===== config.mk =====
export PLATFORM = sky130hd
export DESIGN_NAME = mux4h_arb
export DESIGN_NICKNAME = d
export VERILOG_FILES = /design/src/rtl/mux4h_arb.sv
export SDC_FILE = /design/constraint.sdc
export NUM_CORES = 1
export LEC_CHECK = 0
export CORE_UTILIZATION = 35
export DETAILED_ROUTE_END_ITERATION = 6
export PLACE_DENSITY = 0.88
export SLEW_MARGIN = 40
export SYNTH_ARGS = -nofsm -noshare
export SYNTH_HDL_FRONTEND = slang
export SYNTH_SLANG_ARGS = --single-unit

===== constraint.sdc =====
create_clock -name clk -period 3.1 [get_ports clk]
set_input_delay 0.31 -clock clk [delete_from_list [all_inputs] [get_ports clk]]
set_output_delay 0.31 -clock clk [all_outputs]
set_load 0.02 [all_outputs]

===== src/rtl/mux4h_arb.sv =====
// rtl/mux4h_arb.sv - round-robin arbiter for a shared 4-input mux with one-entry output register
// Optional locked-burst mode enabled by defining MUX4H_ARB_BURST_EN.
module mux4h_arb #(
    parameter int WIDTH = 8
) (
    input  logic             clk,
    input  logic             reset_n,
    input  logic [3:0]       req,
    input  logic [3:0]       last,
    input  logic [WIDTH-1:0] d0,
    input  logic [WIDTH-1:0] d1,
    input  logic [WIDTH-1:0] d2,
    input  logic [WIDTH-1:0] d3,
    output logic [3:0]       gnt,
    output logic [2:0]       sel,
    output logic [WIDTH-1:0] out_data,
    output logic [1:0]       out_src,
    output logic             out_valid,
    input  logic             out_ready
);

    typedef enum logic {IDLE, LOCK} state_t;

    state_t           state_q;
    logic [1:0]       ptr_q;
    logic [1:0]       owner_q;
    logic [WIDTH-1:0] out_data_q;
    logic [1:0]       out_src_q;
    logic             out_valid_q;

    logic             load;
    logic             accept;
    logic             cand_vld;
    logic [1:0]       cand;
    logic [1:0]       idx;
    logic [WIDTH-1:0] mux_out;

    assign load   = !out_valid_q || out_ready;
    assign accept = cand_vld && load;

    // Scan from the highest offset down so the offset nearest ptr wins.
    always_comb begin
        cand     = 2'd0;
        cand_vld = 1'b0;
        idx      = 2'd0;
        if (state_q == LOCK) begin
            cand     = owner_q;
            cand_vld = req[owner_q];
        end else begin
            for (int k = 3; k >= 0; k--) begin
                idx = ptr_q + 2'(k);
                if (req[idx]) begin
                    cand     = idx;
                    cand_vld = 1'b1;
                end
            end
        end
    end

    always_comb begin
        mux_out = d0;
        case (cand)
            2'd0:    mux_out = d0;
            2'd1:    mux_out = d1;
            2'd2:    mux_out = d2;
            default: mux_out = d3;
        endcase
    end

    // Control outputs read zero while reset is held.
    assign sel = reset_n ? {1'b0, cand} : 3'b000;
    assign gnt = (reset_n && accept) ? (4'b0001 << cand) : 4'b0000;

`ifndef MUX4H_ARB_BURST_EN
    logic unused_last;
    assign unused_last = ^last;
`endif

    always_ff @(posedge clk or negedge reset_n) begin
        if (!reset_n) begin
            state_q     <= IDLE;
            ptr_q       <= 2'd0;
            owner_q     <= 2'd0;
            out_data_q  <= '0;
            out_src_q   <= 2'd0;
            out_valid_q <= 1'b0;
        end else begin
            if (accept) begin
                out_data_q  <= mux_out;
                out_src_q   <= cand;
                out_valid_q <= 1'b1;
`ifdef MUX4H_ARB_BURST_EN
                if (state_q == IDLE) begin
                    if (last[cand]) begin
                        ptr_q <= cand + 2'd1;
                    end else begin
                        state_q <= LOCK;
                        owner_q <= cand;
                    end
                end else if (last[cand]) begin
                    state_q <= IDLE;
                    ptr_q   <= owner_q + 2'd1;
                end
`else
                ptr_q <= cand + 2'd1;
`endif
            end else if (out_ready && out_valid_q) begin
                out_valid_q <= 1'b0;
            end
        end
    end

    assign out_data  = out_data_q;
    assign out_src   = out_src_q;
    assign out_valid = out_valid_q;

endmodule


; ---- Word-level counts from Yosys, hierarchy flattened
; Index checks and enable logic that the tools add are counted.
[word_totals]
ff_bits = 13
output_inout_bits = 18
word_cells = 48
[classes]
n_addsub = 4
n_lt_le_gt_ge = 5
n_eq_ne = 2
shift = 1
muxes = 25
reduce_logical = 7
[ops]
columns = cell, n
row1 = one-hot mux 8 bit (3 select lines), 1
row2 = < comparator 2 x 3 -> 1 bit (second input constant), 5
row3 = 2-to-1 mux 1 bit, 12
row4 = 2-to-1 mux 2 bit, 6
row5 = binary-select mux 1 bit (select 2 bit), 5
row6 = adder 2 x 1 -> 2 bit (second input constant), 2
row7 = adder 2 bit (second input constant), 2
row8 = 2-to-1 mux 4 bit, 1
row9 = << shifter 1 x 2 -> 4 bit (first input constant), 1
row10 = logical AND 1 bit, 3
row11 = == test 2 x 1 -> 1 bit (second input constant), 1
row12 = == test 2 bit (second input constant), 1
row13 = logical NOT 2 bit, 1
row14 = nonzero test 2 bit, 1
row15 = logical NOT 1 bit, 1
row16 = logical OR 1 bit, 1

; ---- Longest topological paths before layout
; Gate-level depths: netlist of the first run.
[logic_depth]
depth_word = 11
depth_mapped = 8

; ---- Worst setup path after synthesis of the first run
; No wires, ideal clock.
[synth_timing]
kind = reg2reg
startpoint = register ptr_q[1]
endpoint = register out_data_q[0], in the netlist out_data[0]
setup_ns = 0.125
arrival_time_ns = 2.001
t_required_ns = 2.975
setup_slack_ns = 0.974
stages_incl_launch_ff = 9
synth_period_minus_slack_ns = 2.126
cell_sequence = dfrtp_1 -> nand2_1 -> a221oi_1 -> nor2_1 -> ha_1 -> clkbuf_1 -> a222oi_1 -> mux2i_1 -> mux2_4
[synth_between]
elab_chain_cells = 10
word_cells_on_any_way = 26
cone_classes = add/sub (3) / eq/ne (2) / mux (19) / reduce/logical (2)
[synth_lines]
columns = element, line
row1 = start: declaration, 25  ; logic [1:0] ptr_q;
row2 = start signal: assignment, 105  ; ptr_q <= cand + 2'd1;
row3 = adder 2 bit, 51  ; idx = ptr_q + 2'(k);
row4 = binary-select mux 1 bit (select 2 bit), 52  ; if (req[idx]) begin
row5 = 2-to-1 mux 1 bit (not written as such), 52
row6 = 2-to-1 mux 2 bit (3 in a row), 52
row7 = 2-to-1 mux 2 bit *, 52
row8 = 2-to-1 mux 2 bit *, 46  ; if (state_q == LOCK) begin
row9 = named net cand[1], 34  ; logic [1:0] cand;
row10 = == test 2 bit (tied with other cells), 62  ; case (cand)
row11 = one-hot mux 8 bit (3 select lines) *, 62
row12 = end signal: assignment, 89  ; out_data_q <= mux_out;
row13 = end: declaration, 27  ; logic [WIDTH-1:0] out_data_q;
; The timed path passes the listed nets; every way through them passes the cells marked *. The select of a mux whose other input is x is not followed.
; A chain may end at the register's enable or synchronous reset.

; ---- Worst setup path after layout of the first run
[layout_timing]
startpoint = input req[1]
endpoint = output gnt[2]
[layout_between]
elab_chain_cells = 10
word_cells_on_any_way = 24
cone_classes = shift (1) / mux (21) / reduce/logical (2)
[layout_lines]
columns = element, line
row1 = start: declaration, 8  ; input logic [3:0] req,
row2 = binary-select mux 1 bit (select 2 bit), 52
row3 = 2-to-1 mux 1 bit (not written as such), 52
row4 = 2-to-1 mux 1 bit (4 in a row), 52
row5 = 2-to-1 mux 1 bit, 46
row6 = logical AND 1 bit, 39  ; assign accept = cand_vld && load;
row7 = logical AND 1 bit, 72  ; assign gnt = (reset_n && accept) ? (4'b0001 << cand) : 4'b0000;
row8 = 2-to-1 mux 4 bit *, 72
row9 = end: declaration, 14  ; output logic [3:0] gnt,
; Every way passes the cells marked *; elsewhere a longest branch is shown, timed or not. The select of a mux whose other input is x is not followed.

==> results of run 1 <==
## logic make-up after synthesis
| logic type | after synthesis |
|---|---|
| buf+inv | 16 |
| flops | 13 |
| simple gates | 19 |
| other cells | 1 |
| compound gates | 18 |
| fa+ha+maj | 5 |
| mux | 18 |
## through the flow
stage               setup WS (ns)  hold WS, ns
global placement           0.2477       0.4960
floorplan                  0.9738      0.01441
finish                     0.1548       0.3510
detailed placement         0.1182       0.5052
global route              0.03350       0.3564
CTS                        0.1057       0.3564
## synthesized netlist by cell type (2+ instances only)
master	number	area, um2
dfrtp_1	13	325.3
inv_1	10	37.54
mux2i_1	9	90.09
a222oi_1	8	80.08
mux2_4	6	90.09
ha_1	5	62.56
and3_1	4	25.02
clkbuf_1	4	15.01
mux2_2	3	33.78
nor2_1	3	11.26
nor2b_1	3	18.77
o21ai_0	3	15.01
or2_2	3	18.77
nor3b_1	2	15.01
o31ai_1	2	15.01
## power breakdown
| part | leakage [nW] | internal, mW | switching (mW) | total, mW |
|---|---|---|---|---|
| Clock | 0.0150 | 0.0500 | 0.0596 | 0.110 |
| Combinational | 0.531 | 0.349 | 0.295 | 0.643 |
| Sequential | 0.154 | 0.238 | 0.0501 | 0.288 |
## routing by layer
metal  track usage  vias to the layer above  part of all wire
met5             0                        -                 0
met1        0.2285                      467              0.38
met2        0.4228                       49              0.54
li1              -                      451                 -
met3       0.03889                        5             0.073
met4       0.04701                        0            0.0082
## registers in the layout (all words and copies together), names as in the netlist
register   count
out_data       8
out_src        2
ptr_q          2
out_valid      1
## cell type report
cell class,count,area share
clock buffer,4,0.01655
inverter,10,0.02364
multi-input combinational,61,0.3562
sequential,13,0.2049
tap,30,0.02364
timing repair buffer,61,0.3751
## final timing paths
check                             from           to  cells after the start
min reg2reg                out_data[5]  out_data[5]                      1
max in group asynchronous      reset_n  out_data[6]                      2
max reg2reg                   ptr_q[1]  out_data[6]                      8
max                             req[1]       gnt[2]                      7
min in group clk           out_data[5]  out_data[5]                      1
min                            reset_n     ptr_q[0]                      2
==> flow_metrics.tcl, run 1 <==
set metrics [dict create \
    antenna_found_initial 0 \
    fin_skew_ns 0.003572 \
    final_common_cell "clkdlybuf4s50_1" \
    drc 0 \
    core_um2 2522 \
    p_leak_nw 0.7000 \
    netlist_area_um2 955.9 \
    ys_warn_count 3 \
    hold_viol 0 \
    grt_max_degree 20 \
    worst_path_max_delay_cell "clkdlybuf4s50_1" \
    ctsResizeCount 0 \
    fill_cells 224 \
    clock-sinks 13 \
    drt_iter0_drc 40 \
    grt_pass1_vias 1018 \
    first_pass_iters 4 \
    worst_path_most_repeated_cell "clkdlybuf4s50_1" \
    muxShareOfSynthArea 0.2238 \
    synth_compound_area_frac 0.1584 \
    critPathMaxFanout 5 \
    ys_seq_area_frac 0.3403 \
    worstSetupStartpointType "primary input" \
    synth_top_family_by_area "multiplexers" \
    critPathTopFamily "buffers and inverters" \
    nets 198 \
    num_io_pins 61 \
    grt_util_all_layers 0.2133 \
    antenna_left 0 \
    wl_per_cell_um 16.26 \
    final_area_um2 1588 \
    utilization 0.6295 \
    die_x_um 54.26 \
    dpl_cell_area_um2 1555 \
    synth_edf_count 0 \
    h-tree-depth 1 \
    syn_area_per_cell_um2 10.62 \
    multi_input_area_um2 565.5 \
    synth_xor_area_frac 0 \
    end_kind "output port" \
    area_growth_pct 66.10 \
    setup_violations 0 \
    worstPathRequired_ns 2.79 \
    rsz0062_at_grt "false" \
    clock.fmax_mhz 339.5 \
    drt-total-wl_um 2911 \
    clkSlewWorstSetupHoldPaths_ns 0.08 \
    total_power_mw 1.041 \
    port_buffers 55 \
    crit_buf_inv 2 \
    period_needed_ns 2.945 \
    criticalPathCategory "in2out" \
    dp_cells 175 \
    fp-row-count 18 \
    clk_latency_ns 0.28 \
    min_period_over_period 0.9501 \
    post_cts_buffers 0 \
    dieArea_um2 2944 \
    ctsHoldBuffers 0 \
    clockBufferDepth 2 \
    fin_setup_tns_ns 0 \
    layout-drive-gt1-share 0.1611 \
    initial_core_util 0.3790 \
    syn_inst 90 \
    final_cells 179 \
    place_congestion 0.6942 \
    syn-num-nets 138 \
    grt_first_pass_wirelength_um 4429 \
    run_status "finished clean" \
    die_h_um 54.26 \
    arrival_ns 2.64 \
    antenna_cells 0 \
    drt-vias-per-instance 5.430 \
    ys_ff_latch 13 \
    vdd_drop_max_uv 369.5 \
    numCtsBuffers 3 \
    max_stage_delay_ns 0.57 \
    critical_path.cell_chain "clkdlybuf4s50_1, a21boi_0, o2bb2ai_2, or2_2, ha_1, and3_1, clkdlybuf4s50_1" \
    vias 972 \
    grt.overflow.total 0 \
    final_max_slew_viol_count 0 \
    final_cell_mix "55 x clkdlybuf4s50_1, 13 x dfrtp_1, 10 x inv_1, 9 x mux2i_1, 8 x a222oi_1" \
    synthArstFlopShare 1.000 \
    drv_cap 0 \
    regArea_um2 325.3 \
    powerDensity_nw_per_um2 655.8 \
    cts_tree "done" \
    synth.distinct_cells 27 \
    hold_path.class "in2async" \
    cts_root_buf "clkbuf_4" \
    reg2reg_setup_slack_ns 0.58 \
    yosys.area_share.adder 0.06545 \
    synthSimpleGateAreaFrac 0.1335 \
    hpwl_um 2249 \
    synth_ff_type "dfrtp_1" \
]
No activity file was read; power rests on OpenSTA's default activity.
==> run 2: changes to the inputs <==
CORE_UTILIZATION = 36   (was 35)
CTS_BUF_LIST = sky130_fd_sc_hd__clkbuf_16   (was unset)
PLACE_DENSITY = 0.9   (was 0.88)
==> run 2 against run 1 <==
Compared with the run above:
- hold slack improved by 0.074 ns
- largest power group unchanged
- sequential share of layout area fell by 0.57 points
- critical path depth did not move
- wire length fell by 4.6%
- register-to-register slack improved by 0.10 ns
==> flow_metrics.tcl, run 2 (synthesized netlist as in run 1, its figures left out) <==
set metrics [dict create \
    critPathMaxFanout 5 \
    grt.overflow.total 0 \
    final_cell_mix "55 x clkdlybuf4s50_1, 13 x dfrtp_1, 11 x inv_1, 9 x mux2i_1, 8 x a222oi_1" \
    numCtsBuffers 3 \
    reg2reg_to "out_data[7]" \
    powerDensity_nw_per_um2 715.4 \
    min_period_over_period 0.9540 \
    drc 0 \
    drv_cap 0 \
    clk_latency_ns 0.24 \
    rsz0062_at_grt "false" \
    area_growth_pct 70.81 \
    h-tree-depth 1 \
    clkSlewWorstSetupHoldPaths_ns 0.04 \
    clock-sinks 13 \
    worstPathRequired_ns 2.79 \
    slew_headroom 0.6358 \
    worst-r2r-cell-count 8 \
    vias 925 \
    largest_reg_flops 8 \
    initial_core_util 0.3824 \
    nets 197 \
    first_pass_iters 4 \
    r2r_start "ptr_q[1]" \
    grt_pass1_vias 1039 \
    place_congestion 0.7177 \
    utilization 0.6532 \
    worstMarginPinSlew_ns 0.5447 \
    drt-total-wl_um 2778 \
    fin_setup_tns_ns 0 \
    hold_path.class "in2async" \
    cts_root_buf "clkbuf_16" \
    clock.fmax_mhz 338.1 \
    fp-row-count 18 \
    antenna_left 0 \
    period_needed_ns 2.957 \
    reg2reg_setup_slack_ns 0.68 \
    core_um2 2500 \
    criticalPathCategory "in2out" \
    layout-drive-gt1-share 0.1554 \
    drt-vias-per-instance 5.197 \
    hpwl_um 2108 \
    wl_per_cell_um 15.61 \
    drt_iter0_drc 22 \
    max_stage_delay_ns 0.60 \
    worst_path_most_repeated_cell "clkdlybuf4s50_1" \
    end_kind "output port" \
    port_buffers 55 \
    ctsHoldBuffers 0 \
    vdd_drop_max_uv 459.3 \
    cts_tree "done" \
    critical_path.cell_chain "clkdlybuf4s50_1, nor2b_1, o2bb2ai_1, or2_2, ha_1, and3_1, clkdlybuf4s50_1" \
    antenna_cells 0 \
    die_x_um 53.53 \
    grt_max_degree 16 \
    p_leak_nw 0.7225 \
    startpoint "req[2]" \
    setup_violations 0 \
    worstSetupStartpointType "primary input" \
    grt_first_pass_wirelength_um 4505 \
    final_max_slew_viol_count 0 \
    run_status "finished clean" \
    final_common_cell "clkdlybuf4s50_1" \
    hold_viol 0 \
    arrival_ns 2.65 \
    die_h_um 53.53 \
    fin_skew_ns 0.0006832 \
    clockBufferDepth 2 \
    grt_util_all_layers 0.2256 \
    worst_path_max_delay_cell "clkdlybuf4s50_1" \
    antenna_found_initial 0 \
    num_io_pins 61 \
    dieArea_um2 2865 \
]
==> run 2: cell count changes in the layout (fill, tap and decap cells not counted), sizes merged <==
cell / delta
inv: +1
clkbuf: -1
buf: -1
==> run 2: critical path, delay by kind of cell <==
| family | cells | cell delay, ns |
|---|---|---|
| AND/OR/NAND/NOR | 3 | 0.64 |
| adder cells (fa/ha/maj) | 1 | 0.27 |
| buffers and inverters | 2 | 1.18 |
| AO/OA/AOI/OAI | 1 | 0.25 |
==> run 2: cell type report <==
cell class                      instances  area, um2
Multi-Input combinational cell         61      565.5
Fill cell                             209      867.1
Sequential cell                        13      325.3
Clock buffer                            3      75.07
Tap cell                               30      37.54
Inverter                               10      37.54
Clock inverter                          1      3.754
Timing Repair Buffer                   60      588.1
==> run 2: routing by layer <==
metal	vias to the layer above	routed length [um]	GRT usage	share of wire
li1	443	-	-	-
met1	442	1151	0.2281	0.41
met2	33	1429	0.4375	0.51
met3	7	157	0.06215	0.057
met4	0	40	0.07456	0.014
met5	-	0	0	0
==> run 2: power breakdown <==
group / switching, mW / internal (mW) / total [mW]
combinational: 0.293 / 0.346 / 0.639
clock: 0.0710 / 0.170 / 0.241
sequential: 0.0488 / 0.239 / 0.288
==> run 2: through the flow <==
stage / worst slack [ns] / hold slack (ns) / std cells / total power [mW] / area (um2)
after global placement: 0.2056 / 0.4986 / 174 / 0.8950 / 1548
final: 0.1426 / 0.4252 / 178 / 1.168 / 1633
after global routing: 0.03450 / 0.4664 / 178 / 1.244 / 1633
after CTS: 0.09186 / 0.4255 / 178 / 1.172 / 1627
after detailed placement: 0.06382 / 0.5015 / 174 / 0.9186 / 1548
after floorplan: 0.9738 / 0.01441 / 90 / 0.6445 / 955.9
==> run 2: how the worst max path moves through the flow <==
stage                  endpoint  slack, ns  depth (start not counted)
floorplan           out_data[0]       0.97                          8
global placement         gnt[2]       0.21                          7
detailed placement  out_data[7]       0.06                          9
CTS                      gnt[2]       0.09                          7
global route             gnt[2]       0.03                          7
finish                   gnt[2]       0.14                          7
==> run 2: timing repair <==
item                                    CTS  global route
gates resized for setup                   0             1
buffers inserted                          0             0
endpoints found under the setup margin    0             2
==> run 3: changes to the inputs <==
ABC_AREA = 1   (was unset)
CORE_UTILIZATION = 38   (was 36)
HOLD_SLACK_MARGIN = 0.08   (was unset)
==> run 3 against run 2 <==
Compared with the run above:
- clock power barely moved
- cell count rose by 38%
- sequential power rose by 16%
- synthesized cell count rose by 77%
- die area rose by 4.8%
- fmax rose by 3.6%
- highest routed layer unchanged
- cell area rose by 5.1%
- critical path depth rose by 5
- hold slack improved by 0.048 ns
- clock-buffer cell count did not move
- clock skew rose by 0.00099 ns
- wire length rose by 8.6%
==> flow_metrics.tcl, run 3 <==
set metrics [dict create \
    worstPathRequired_ns 2.79 \
    numCtsBuffers 3 \
    place_congestion 0.7486 \
    die_x_um 54.81 \
    layout-drive-gt1-share 0.09722 \
    synth_most_common_cell "nand2_1" \
    antenna_found_initial 0 \
    final_max_slew_viol_count 0 \
    die_h_um 54.81 \
    final_common_cell "nand2_1" \
    clock-sinks 13 \
    ctsResizeCount 0 \
    synthArstFlopShare 1.000 \
    p_seq_frac 0.153 \
    worst-r2r-cell-count 13 \
    nets 265 \
    grt.overflow.total 0 \
    grt_util_all_layers 0.2043 \
    final_area_um2 1715 \
    port_buffers 55 \
    grt_max_degree 21 \
    synth_ff_type "dfrtp_1" \
    powerDensity_nw_per_um2 1276 \
    antenna_left 0 \
    antenna_cells 0 \
    final_cell_mix "63 x nand2_1, 55 x clkdlybuf4s50_1, 17 x inv_1, 13 x dfrtp_1, 9 x nor2_1" \
    swShare 0.4821 \
    ys_ff_latch 13 \
    cts_root_buf "clkbuf_16" \
    rsz0062_at_grt "false" \
    post_cts_buffers 0 \
    dpl_cell_area_um2 1637 \
    cell_internal_pwr_mw 1.133 \
    vdd_drop_max_uv 1253 \
    run_status "finished clean" \
    ys_warn_count 3 \
    fp-row-count 18 \
    num_io_pins 61 \
    drv_cap 0 \
    clock.fmax_mhz 350.5 \
    p_clk_frac 0.110 \
    grt_first_pass_wirelength_um 4326 \
    yosysTopAreaCell "dfrtp_1" \
    hold_viol 0 \
    period_needed_ns 2.853 \
    setup_violations 0 \
    hpwl_um 2160 \
    syn-num-nets 207 \
    yosys-top-cells-count "63 x nand2_1, 16 x inv_1, 13 x dfrtp_1" \
    worstSetupStartpointType "flip-flop" \
    arrival_ns 2.54 \
    synth_edf_count 0 \
    p_leak_nw 0.8631 \
    cts_tree "done" \
    pwr-share-comb 0.737 \
    clockBufferDepth 2 \
    ctsHoldBuffers 0 \
    criticalPathCategory "reg2out" \
    syn_inst 159 \
    first_pass_iters 4 \
    clk_latency_ns 0.24 \
    drt-vias-per-instance 4.890 \
    fin_setup_tns_ns 0 \
    dieArea_um2 3004 \
    min_period_over_period 0.9205 \
    synth.distinct_cells 21 \
    fin_skew_ns 0.001674 \
    hold_path.class "in2async" \
    ys_seq_area_frac 0.3070 \
    yosys-top-cells-area "dfrtp_1 31%, nand2_1 22%, a22o_1 6.6%, ha_1 5.9%, inv_1 5.7%" \
    netlist_area_um2 1060 \
    largest_reg_flops 8 \
    area_growth_pct 61.87 \
    yosys.area.top_type_share 0.3070 \
    drt-total-wl_um 3017 \
    vias 1203 \
    core_um2 2545 \
    initial_core_util 0.4164 \
    drc 0 \
    clkSlewWorstSetupHoldPaths_ns 0.05 \
    grt_pass1_vias 972 \
    end_kind "output port" \
    syn_area_per_cell_um2 6.665 \
    h-tree-depth 1 \
    p_sw_mw 1.055 \
    critPathMaxFanout 9 \
    wl_per_cell_um 12.26 \
    drt_iter0_drc 20 \
]
[run 3: layout make-up]
cell class / count / area, um2
clock buffers: 3 / 75.07
clock inverters: 1 / 3.754
fillers: 209 / 829.5
inverters: 19 / 76.32
multi-input cells: 119 / 601.8
flip-flops and latches: 13 / 325.3
well taps: 30 / 37.54
repair buffers: 61 / 595.6
[run 3: kinds of logic (layout without fill, tap and decap cells)]
group,count (synthesis),count (layout),synth area share
other cells,1,1,0.003539
flops,13,13,0.3070
fa+ha+maj,5,5,0.05903
buf+inv,27,84,0.1252
simple gates,85,85,0.3294
compound gates,28,28,0.1759
[run 3: through the flow]
stage | hold slack (ns) | total power [mW] | instances | util | setup WS [ns]
after floorplan | 0.01441 | 1.434 | 159 | - | 0.8756
after global placement | 0.4705 | 1.883 | 242 | 0.6431 | 0.3374
after detailed placement | 0.4782 | 1.908 | 242 | 0.6431 | 0.3223
after CTS | 0.4773 | 2.191 | 246 | 0.6740 | 0.2485
after global routing | 0.5005 | 2.396 | 246 | 0.6740 | 0.05685
final | 0.4733 | 2.188 | 246 | 0.6740 | 0.2466
[run 3: critical path, stage by stage (launching register included)]
cell and delay [ns]:
dfrtp_1 0.56, inv_6 0.07, nand2_2 0.08, nand2_2 0.05, nand2_1 0.12, nand3_2 0.11, o21bai_1 0.18, nand2_1 0.10
inv_1 0.12, ha_1 0.18, inv_1 0.05, nor2_1 0.09, clkdlybuf4s50_1 0.60
[run 3: final timing paths]
kind,start,to,slack [ns]
worst max register to register,ptr_q[0],out_data[5],0.63
worst min register to register,out_data[0],out_data[0],0.49
worst max-delay path,ptr_q[0],gnt[1],0.25
max in group asynchronous,reset_n,out_data[3],2.46
worst min-delay path,reset_n,ptr_q[1],0.47
min in group clk,out_data[0],out_data[0],0.49
[run 3: layer usage]
layer | vias up | part of all wire | global-route usage
met3 | 2 | 0.049 | 0.04722
met5 | - | 0 | 0
li1 | 615 | - | -
met2 | 41 | 0.49 | 0.3534
met1 | 545 | 0.45 | 0.2575
met4 | 0 | 0.0036 | 0.03419
[run 3: power groups by stage]
stage / logic, mW / clock network, mW / registers, mW
global route: 1.80 / 0.250 / 0.346
CTS: 1.61 / 0.242 / 0.335
detailed placement: 1.57 / 0 / 0.334
global placement: 1.55 / 0 / 0.333
floorplan: 1.04 / 0 / 0.396
finish: 1.61 / 0.240 / 0.335
